<file path="src/rtl/ps2_sudoku_cmd.sv">
// PS/2 set-2 keyboard front end: deserialises frames, checks framing/parity,
// tracks E0/F0 prefixes and emits one-cycle game-engine command strobes.
module ps2_sudoku_cmd #(
    parameter int unsigned TIMEOUT_CYCLES = 100000,
    parameter int unsigned SYNC_STAGES    = 2
) (
    input  logic       clk,
    input  logic       reset,
    input  logic       ps2_clk,
    input  logic       ps2_data,
    input  logic       engine_ready,
    output logic [3:0] cmd_number,
    output logic       cmd_up,
    output logic       cmd_down,
    output logic       cmd_left,
    output logic       cmd_right,
    output logic       cmd_enter,
    output logic       cmd_valid,
    output logic       frame_error
);
    localparam int unsigned TW = $clog2(TIMEOUT_CYCLES + 1);

    typedef enum logic [1:0] {DEC_IDLE, DEC_EXT, DEC_BRK, DEC_EXT_BRK} dec_state_e;

    logic [SYNC_STAGES-1:0] clk_sync_q, clk_sync_d;
    logic [SYNC_STAGES-1:0] data_sync_q, data_sync_d;
    logic                   clk_prev_q, clk_prev_d;
    logic [3:0]             bit_cnt_q, bit_cnt_d;
    logic [9:0]             shift_q, shift_d;
    logic [TW-1:0]          to_cnt_q, to_cnt_d;
    logic [7:0]             byte_q, byte_d;
    logic                   byte_valid_q, byte_valid_d;
    logic                   frame_error_q, frame_error_d;
    dec_state_e             state_q, state_d;
    logic [3:0]             cmd_number_q, cmd_number_d;
    logic                   cmd_up_q, cmd_up_d;
    logic                   cmd_down_q, cmd_down_d;
    logic                   cmd_left_q, cmd_left_d;
    logic                   cmd_right_q, cmd_right_d;
    logic                   cmd_enter_q, cmd_enter_d;
    logic                   cmd_valid_q, cmd_valid_d;

    logic fall;
    logic sdata;

    assign fall  = clk_prev_q & ~clk_sync_q[SYNC_STAGES-1];
    assign sdata = data_sync_q[SYNC_STAGES-1];

    always_comb begin
        clk_sync_d  = {clk_sync_q[SYNC_STAGES-2:0], ps2_clk};
        data_sync_d = {data_sync_q[SYNC_STAGES-2:0], ps2_data};
        clk_prev_d  = clk_sync_q[SYNC_STAGES-1];
    end

    // shift_q holds bits 0..9 (start, data LSB first, parity); stop is checked live
    always_comb begin
        bit_cnt_d     = bit_cnt_q;
        shift_d       = shift_q;
        to_cnt_d      = to_cnt_q;
        byte_d        = byte_q;
        byte_valid_d  = 1'b0;
        frame_error_d = 1'b0;
        if (fall) begin
            to_cnt_d = '0;
            if (bit_cnt_q == 4'd10) begin
                bit_cnt_d = '0;
                if (!shift_q[0] && sdata && (^shift_q[9:1])) begin
                    byte_valid_d = 1'b1;
                    byte_d       = shift_q[8:1];
                end else begin
                    frame_error_d = 1'b1;
                end
            end else begin
                shift_d[bit_cnt_q] = sdata;
                bit_cnt_d          = bit_cnt_q + 4'd1;
            end
        end else if (bit_cnt_q != 4'd0) begin
            if (to_cnt_q == TW'(TIMEOUT_CYCLES - 1)) begin
                bit_cnt_d     = '0;
                to_cnt_d      = '0;
                frame_error_d = 1'b1;
            end else begin
                to_cnt_d = to_cnt_q + TW'(1);
            end
        end
    end

    always_comb begin
        logic       dec_norm;
        logic       dec_ext;
        logic [3:0] num;
        logic [4:0] dirs;   // {up, down, left, right, enter}
        state_d  = state_q;
        dec_norm = 1'b0;
        dec_ext  = 1'b0;
        num      = 4'd0;
        dirs     = 5'b0;
        if (frame_error_q) begin
            state_d = DEC_IDLE;
        end else if (byte_valid_q) begin
            case (state_q)
                DEC_IDLE: begin
                    if (byte_q == 8'hE0)      state_d = DEC_EXT;
                    else if (byte_q == 8'hF0) state_d = DEC_BRK;
                    else                      dec_norm = 1'b1;
                end
                DEC_EXT: begin
                    if (byte_q == 8'hF0) begin
                        state_d = DEC_EXT_BRK;
                    end else if (byte_q != 8'hE0) begin
                        dec_ext = 1'b1;
                        state_d = DEC_IDLE;
                    end
                end
                default: state_d = DEC_IDLE;
            endcase
        end
        if (dec_norm) begin
            case (byte_q)
                8'h16, 8'h69: num = 4'd1;
                8'h1E, 8'h72: num = 4'd2;
                8'h26, 8'h7A: num = 4'd3;
                8'h25, 8'h6B: num = 4'd4;
                8'h2E, 8'h73: num = 4'd5;
                8'h36, 8'h74: num = 4'd6;
                8'h3D, 8'h6C: num = 4'd7;
                8'h3E, 8'h75: num = 4'd8;
                8'h46, 8'h7D: num = 4'd9;
                8'h5A:        dirs = 5'b00001;
                default:      num = 4'd0;
            endcase
        end
        if (dec_ext) begin
            case (byte_q)
                8'h75:   dirs = 5'b10000;
                8'h72:   dirs = 5'b01000;
                8'h6B:   dirs = 5'b00100;
                8'h74:   dirs = 5'b00010;
                8'h5A:   dirs = 5'b00001;
                default: dirs = 5'b00000;
            endcase
        end
        cmd_valid_d  = engine_ready && ((num != 4'd0) || (dirs != 5'b0));
        cmd_number_d = cmd_valid_d ? num : 4'd0;
        cmd_up_d     = cmd_valid_d & dirs[4];
        cmd_down_d   = cmd_valid_d & dirs[3];
        cmd_left_d   = cmd_valid_d & dirs[2];
        cmd_right_d  = cmd_valid_d & dirs[1];
        cmd_enter_d  = cmd_valid_d & dirs[0];
    end

    always_ff @(posedge clk) begin
        if (reset) begin
            clk_sync_q    <= '1;
            data_sync_q   <= '1;
            clk_prev_q    <= 1'b1;
            bit_cnt_q     <= '0;
            shift_q       <= '0;
            to_cnt_q      <= '0;
            byte_q        <= '0;
            byte_valid_q  <= 1'b0;
            frame_error_q <= 1'b0;
            state_q       <= DEC_IDLE;
            cmd_number_q  <= '0;
            cmd_up_q      <= 1'b0;
            cmd_down_q    <= 1'b0;
            cmd_left_q    <= 1'b0;
            cmd_right_q   <= 1'b0;
            cmd_enter_q   <= 1'b0;
            cmd_valid_q   <= 1'b0;
        end else begin
            clk_sync_q    <= clk_sync_d;
            data_sync_q   <= data_sync_d;
            clk_prev_q    <= clk_prev_d;
            bit_cnt_q     <= bit_cnt_d;
            shift_q       <= shift_d;
            to_cnt_q      <= to_cnt_d;
            byte_q        <= byte_d;
            byte_valid_q  <= byte_valid_d;
            frame_error_q <= frame_error_d;
            state_q       <= state_d;
            cmd_number_q  <= cmd_number_d;
            cmd_up_q      <= cmd_up_d;
            cmd_down_q    <= cmd_down_d;
            cmd_left_q    <= cmd_left_d;
            cmd_right_q   <= cmd_right_d;
            cmd_enter_q   <= cmd_enter_d;
            cmd_valid_q   <= cmd_valid_d;
        end
    end

    assign cmd_number  = cmd_number_q;
    assign cmd_up      = cmd_up_q;
    assign cmd_down    = cmd_down_q;
    assign cmd_left    = cmd_left_q;
    assign cmd_right   = cmd_right_q;
    assign cmd_enter   = cmd_enter_q;
    assign cmd_valid   = cmd_valid_q;
    assign frame_error = frame_error_q;
endmodule
</file>
<file path="config.mk">
export PLATFORM = sky130hd
export DESIGN_NAME = ps2_sudoku_cmd
export DESIGN_NICKNAME = d
export VERILOG_FILES = /design/src/rtl/ps2_sudoku_cmd.sv
export SDC_FILE = /design/constraint.sdc
export NUM_CORES = 1
export LEC_CHECK = 0
export ABC_AREA = 0
export CORE_UTILIZATION = 55
export CTS_CLUSTER_DIAMETER = 120
export CTS_CLUSTER_SIZE = 16
export DETAILED_ROUTE_END_ITERATION = 7
export PLACE_DENSITY = 0.73
export SYNTH_ARGS = -nofsm -noshare
export SYNTH_HDL_FRONTEND = slang
export SYNTH_SLANG_ARGS = --single-unit
</file>
<file path="constraint.sdc">
create_clock -name clk -period 3.1 [get_ports clk]
set_clock_uncertainty 0.05 [all_clocks]
set_input_delay 0.31 -clock clk [delete_from_list [all_inputs] [get_ports clk]]
set_output_delay 0.31 -clock clk [all_outputs]
set_load 0.1 [all_outputs]
</file>
==> impl_metrics.ini, run 1 <==
[pwr]
p_leak_nw = 1.12
power_density_nw_per_um2 = 502
pwr-share-comb = 0.026
power_mw = 1.62
ir_drop_mv = 0.322
pwr-share-seq = 0.469
switching_share = 0.206
p_clk_frac = 0.505
p_int_mw = 1.28
p_sw_uw = 332

[floorplanning]
die_w_um = 73.7
start_util = 0.583
core_um2 = 4850
dieArea_um2 = 5430
die_h_um = 73.7
ios = 16
fp-row-count = 25

[routing]
wirelength_um = 5300
vias = 2291
drc = 0
viasPerCell = 5.62
drt_iter0_drc = 201
ant_nets = 0
wl_per_cell_um = 13.0
firstDrtPassIters = 4

[clock_tree]
cts.sinks = 58
tritoncts = yes
clock_latency_ns = 0.34
h-tree-depth = 3
cts_setup_buffers = 0
post_cts_resized = 0
cts_root_buf = clkbuf_8
cts_hold_buf = 0
path_clk_slew_ns = 0.07
cts_buffers = 9
clock_path_buffers = 2

[place]
globalplace.congestion = 0.861
portBuffers = 15
dp_hpwl_um = 3540
dp_slack_ns = 0.906
dpl.cell_count = 392

[worst_setup_path]
end_kind = flip-flop
path_class = reg -> reg
path_cells = or4_1 -> nand3_4 -> nor4_2 -> or3_1 -> a21oi_1
path_max_fanout = 17
cp.required_ns = 3.32
slowest_stage = or4_1
slowest_delay_ns = 0.70
arrival_ns = 2.43
worstSetupStartpointType = flip-flop

[logic_synthesis]
synth_seq_cells = 58
synth_compound_area_frac = 0.0912
yosysUniqueCellTypes = 52
yosys.area_share.simple = 0.321
synthMuxAreaShare = 0.0637
avgSynthCellArea_um2 = 8.70
syn_nets = 331
ys_seq_area_frac = 0.411
synthCells = 325
synth_edf_count = 0
synth_top_family_by_area = simple AND/OR/NAND/NOR gates
synthXorXnorAreaFrac = 0.0699
async_flop_share = 0
synth_flop_cell = dfxtp_1
ys_warn_count = 0
synth_area_um2 = 2830
synth_fa_ha_area_frac = 0.00443

[timing]
setup_viol = 0
final.setup.tns_ns = 0
hold_violations = 0
max_freq_mhz = 452
period_needed_ns = 2.21
period_share = 0.714
setup_ws_ns = 0.887
fin_hold_ws_ns = 0.365
maxSlewHeadroom = 0.355
finalMaxSlewViolations = 0
worst_slew_pin_slew_ns = 0.964
rsz0062_at_grt = no

[finish]
fin_nets = 342
syn2layout_area_growth_pct = 13.9
diodes = 0
final_cells = 408
drive_gt1_frac = 0.0909

[job]
cap_violations = 0

[global_route]
grt_use_total = 0.222
grt_max_degree = 32
grt_pass1_vias = 2054
overflow = 0
antenna_found_initial = 0
grt_pass1_wl_um = 9320

[status]
status = complete, no violations

[hold_path]
hold_path.class = reg -> reg
## cell families (layout without fill, tap and decap cells)
group / count (synthesis) / in the layout
simple gates: 164 / 164
mux: 18 / 18
buf+inv: 22 / 38
fa+ha+maj: 1 / 1
flops: 58 / 58
xor+xnor: 21 / 21
compound gates: 41 / 41
## worst max-delay path, delay by kind of cell, from the launching register on
family	cells	cell delay (ns)
flops	1	0.41
compound gates	1	0.21
simple gates	4	1.48
## Yosys cell counts (3+ instances only)
library cell | number | area [um^2]
a21oi_1 | 15 | 75.1
clkbuf_1 | 14 | 52.6
dfxtp_1 | 58 | 1160
inv_1 | 5 | 18.8
mux2i_1 | 18 | 180
nand2_1 | 23 | 86.3
nand2b_1 | 10 | 62.6
nand3_1 | 9 | 45.0
nand3b_1 | 4 | 30.0
nand4_1 | 9 | 56.3
nand4b_1 | 3 | 26.3
nor2_1 | 50 | 188
nor2b_1 | 5 | 31.3
nor3_1 | 11 | 55.1
nor4_1 | 7 | 43.8
nor4b_1 | 3 | 26.3
nor4bb_1 | 3 | 30.0
o21ai_0 | 11 | 55.1
or2_2 | 6 | 37.5
or3_1 | 4 | 25.0
xnor2_1 | 10 | 87.6
xor2_1 | 10 | 87.6
## cells in the final DEF, fill, tap and decap left out, types with 2 or more instances in the layout
cell	Yosys	final
a41o_1	2	2
nor4bb_1	3	3
mux2i_1	18	18
nand3b_1	4	4
and4b_1	2	2
a2111oi_0	2	2
bufinv_16	0	2
buf_4	0	3
nor2_1	50	50
xor2_1	10	10
nor2b_1	5	5
o2111ai_1	2	2
a21oi_1	15	15
dfxtp_1	58	58
nor4_1	7	7
nand4b_1	3	3
clkbuf_8	0	12
nand3_1	9	9
nand2b_1	10	10
clkdlybuf4s50_1	0	14
nor3_1	11	11
or2_2	6	6
o21ai_0	11	11
nand4_1	9	9
nor4b_1	3	3
or3_1	4	4
xnor2_1	10	10
inv_1	5	5
nand2_1	23	23
or3b_2	2	2
a211oi_1	2	2
## path summary, 6_finish.rpt
check	slack [ns]	from	end	cells past startpoint
hold / removal	0.36	clk_sync_q[0]$_SDFF_PP1_	clk_sync_q[1]$_SDFF_PP1_	1
setup / recovery	0.89	bit_cnt_q[0]$_SDFFE_PP0P_	to_cnt_q[13]$_SDFFE_PP0P_	5
hold reg to reg	0.36	clk_sync_q[0]$_SDFF_PP1_	clk_sync_q[1]$_SDFF_PP1_	1
setup reg to reg	0.89	bit_cnt_q[0]$_SDFFE_PP0P_	to_cnt_q[13]$_SDFFE_PP0P_	5
## layer usage
metal | track usage | wire [um] | part of all wire
met1 | 0.311 | 2670 | 0.50
met5 | 0 | 0 | 0
met3 | 0.0604 | 190 | 0.036
met4 | 0.0876 | 102 | 0.019
met2 | 0.322 | 2330 | 0.44
## power groups by stage
stage	sequential [mW]	combinational, mW	clock, mW
after floorplan	0.773	0.0355	0
after global placement	0.773	0.0418	0
after detailed placement	0.774	0.0416	0
after CTS	0.757	0.0422	0.830
after global routing	0.758	0.0461	0.867
final	0.757	0.0417	0.816
## metrics by stage
step / cell area (um^2) / utilization
finish: 3220 / 0.664
global route: 3220 / 0.664
CTS: 3220 / 0.664
detailed placement: 2980 / 0.615
global placement: 2980 / 0.615
floorplan: 2830 / -
## area by class of cell
type | count | area (um^2)
fillers | 402 | 1630
multi-input cells | 245 | 1560
flip-flops and latches | 58 | 1160
clock buffers | 12 | 165
repair buffers | 17 | 163
well taps | 67 | 83.8
clock inverters | 4 | 72.6
inverters | 5 | 18.8
## state kept, by name, indices dropped and copies added (netlist names), 2 cells and up
register,cells
cmd_number,4
clk_sync_q,2
bit_cnt_q,4
shift_q,10
data_sync_q,2
state_q,2
byte_q,8
to_cnt_q,17
Power figures use the tool's default switching activity.
==> run 2: changes to the inputs <==
--- a/config.mk
+++ b/config.mk
@@ -6,11 +6,11 @@
 export NUM_CORES = 1
 export LEC_CHECK = 0
 export ABC_AREA = 0
-export CORE_UTILIZATION = 55
+export CORE_UTILIZATION = 53
 export CTS_CLUSTER_DIAMETER = 120
 export CTS_CLUSTER_SIZE = 16
 export DETAILED_ROUTE_END_ITERATION = 7
-export PLACE_DENSITY = 0.73
+export PLACE_DENSITY = 0.74
 export SYNTH_ARGS = -nofsm -noshare
 export SYNTH_HDL_FRONTEND = slang
 export SYNTH_SLANG_ARGS = --single-unit
==> constraint.sdc (replaced) <==
create_clock -name clk -period 1.8 [get_ports clk]
set_clock_uncertainty 0.05 [all_clocks]
set_input_delay 0.18 -clock clk [delete_from_list [all_inputs] [get_ports clk]]
set_output_delay 0.18 -clock clk [all_outputs]
set_load 0.1 [all_outputs]
==> impl_metrics.ini, run 2 (synthesized netlist as in run 1, its figures left out) <==
[pwr]
pwr-share-seq = 0.503
power_density_nw_per_um2 = 717
p_clk_frac = 0.459
p_leak_nw = 1.39
ir_drop_mv = 0.614
pwr-share-comb = 0.037
p_int_mw = 2.01
p_sw_uw = 569
switching_share = 0.221

[clock_tree]
tritoncts = yes
cts_hold_buf = 0
clock_latency_ns = 0.34
clock_path_buffers = 2
cts_buffers = 9
path_clk_slew_ns = 0.07
cts.sinks = 58
h-tree-depth = 3
cts_root_buf = clkbuf_8

[global_route]
grt_pass1_vias = 2320
grt_use_total = 0.239
overflow = 0
grt_max_degree = 20
grt_pass1_wl_um = 9960
antenna_found_initial = 0

[timing]
worst_slew_pin_slew_ns = 0.453
setup_ws_ns = -0.0463
maxSlewHeadroom = 0.695
hold_violations = 0
setup_viol = 8
max_freq_mhz = 542
period_share = 1.03
finalMaxSlewViolations = 0
period_needed_ns = 1.85
rsz0062_at_grt = yes

[finish]
final_cells = 460
final_common_cell = buf_4
syn2layout_area_growth_pct = 27.3
stdcell_area_um2 = 3600
drive_gt1_frac = 0.264
fin_nets = 391
fill_cells = 412
diodes = 0
multiInputGateArea_um2 = 1600
top_regs = to_cnt_q: 17 flops, shift_q: 10 flops, byte_q: 8 flops
regMostFlops = to_cnt_q
regArea_um2 = 1170
final_cell_mix = 59 x buf_4, 52 x dfxtp_1, 49 x nor2_1
largest_reg_flops = 17
fin_util = 0.705

[status]
violations = setup timing
status = complete, but fails checks

[floorplanning]
dieArea_um2 = 5630
die_h_um = 75.0
fp-row-count = 26
die_w_um = 75.0
ios = 16
core_um2 = 5110
start_util = 0.553

[place]
dp_slack_ns = -0.0546
placed_cell_area_um2 = 3360
dp_hpwl_um = 4410
portBuffers = 15
globalplace.congestion = 0.861
dpl.cell_count = 444

[routing]
ant_nets = 0
vias = 2455
drc = 0
wl_per_cell_um = 13.1
drt_iter0_drc = 120
wirelength_um = 6000
viasPerCell = 5.34
firstDrtPassIters = 4

[worst_setup_path]
end_kind = flip-flop
worstSetupStartpointType = flip-flop
ff2ff_path_depth = 7
path_max_fanout = 8
cp.required_ns = 1.98
timing.rr.start = shift_q[8]$_SDFFE_PP0P_
ff2ff_setup_slack_ns = -0.05
rr_endpoint = byte_q[2]$_SDFFE_PP0P_
path_class = reg -> reg
arrival_ns = 2.03

[hold_path]
hp-start = ps2_clk
hold_depth = 2
hold_path.class = in -> reg
whs_endpoint = clk_sync_q[0]$_SDFF_PP1_

[job]
cap_violations = 0
-- run 2: changes by cell type in the layout (fill, tap and decap cells not counted), moves of 6 or more --
cell	previous run	this run
buf_4	3	59
clkdlybuf4s50_1	14	4
dfxtp_2	0	6
dfxtp_1	58	52
-- run 2: metrics by stage --
stage          hold WS [ns]  total power [mW]  TNS (ns)
2_1_floorplan         0.234              1.39    -0.896
3_3_place_gp          0.346              1.42    -0.133
3_5_place_dp          0.348              1.42    -0.735
4_1_cts               0.345              2.60    -0.327
5_1_grt               0.360              2.67     -1.52
6_report              0.355              2.58    -0.264
-- run 2: power by group through the flow --
stage / Sequential (mW) / Clock (mW) / Combinational, mW
after floorplan: 1.33 / 0 / 0.0617
after global placement: 1.33 / 0 / 0.0900
after detailed placement: 1.33 / 0 / 0.0924
after CTS: 1.30 / 1.21 / 0.0946
after global routing: 1.30 / 1.26 / 0.106
final: 1.30 / 1.19 / 0.0968
-- run 2: area by class of cell --
class / instances / area share
Tap cell: 70 / 0.0243
Clock inverter: 4 / 0.0143
Inverter: 5 / 0.00522
Sequential cell: 58 / 0.325
Timing Repair Buffer: 66 / 0.146
Clock buffer: 12 / 0.0403
Multi-Input combinational cell: 245 / 0.445
-- run 2: timing repair --
action | 4_1_cts | 5_1_grt
pin swaps | 4 | 5
resized for setup | 5 | 8
setup endpoints to repair | 27 | 31
setup buffers | 0 | 0
-- run 2: worst max-delay path, stage by stage, from the launching register on --
cell and delay [ns]:
dfxtp_2 0.33, xor2_1 0.15, xnor3_1 0.45, xnor2_2 0.19, nor3_4 0.17, buf_12 0.16, mux2i_1 0.18, nor2_1 0.06
-- run 2: metal layers --
metal	wire (um)	up-vias	share of wire	global-route usage
li1	-	1268	-	-
met1	2820	1136	0.47	0.283
met2	2880	40	0.48	0.409
met3	194	11	0.032	0.0388
met4	111	0	0.018	0.136
met5	0	-	0	0
-- run 2: how the worst max path moves through the flow --
stage,from,endpoint,slack (ns),cells after the start
floorplan,shift_q[4]$_SDFFE_PP0P_,byte_q[7]$_SDFFE_PP0P_,-0.06,6
global placement,bit_cnt_q[1]$_SDFFE_PP0P_,to_cnt_q[6]$_SDFFE_PP0P_,-0.03,6
detailed placement,bit_cnt_q[1]$_SDFFE_PP0P_,to_cnt_q[6]$_SDFFE_PP0P_,-0.05,6
CTS,shift_q[4]$_SDFFE_PP0P_,byte_q[1]$_SDFFE_PP0P_,-0.05,7
global route,byte_q[3]$_SDFFE_PP0P_,cmd_valid$_SDFF_PP0_,-0.15,7
finish,shift_q[8]$_SDFFE_PP0P_,byte_q[2]$_SDFFE_PP0P_,-0.05,7
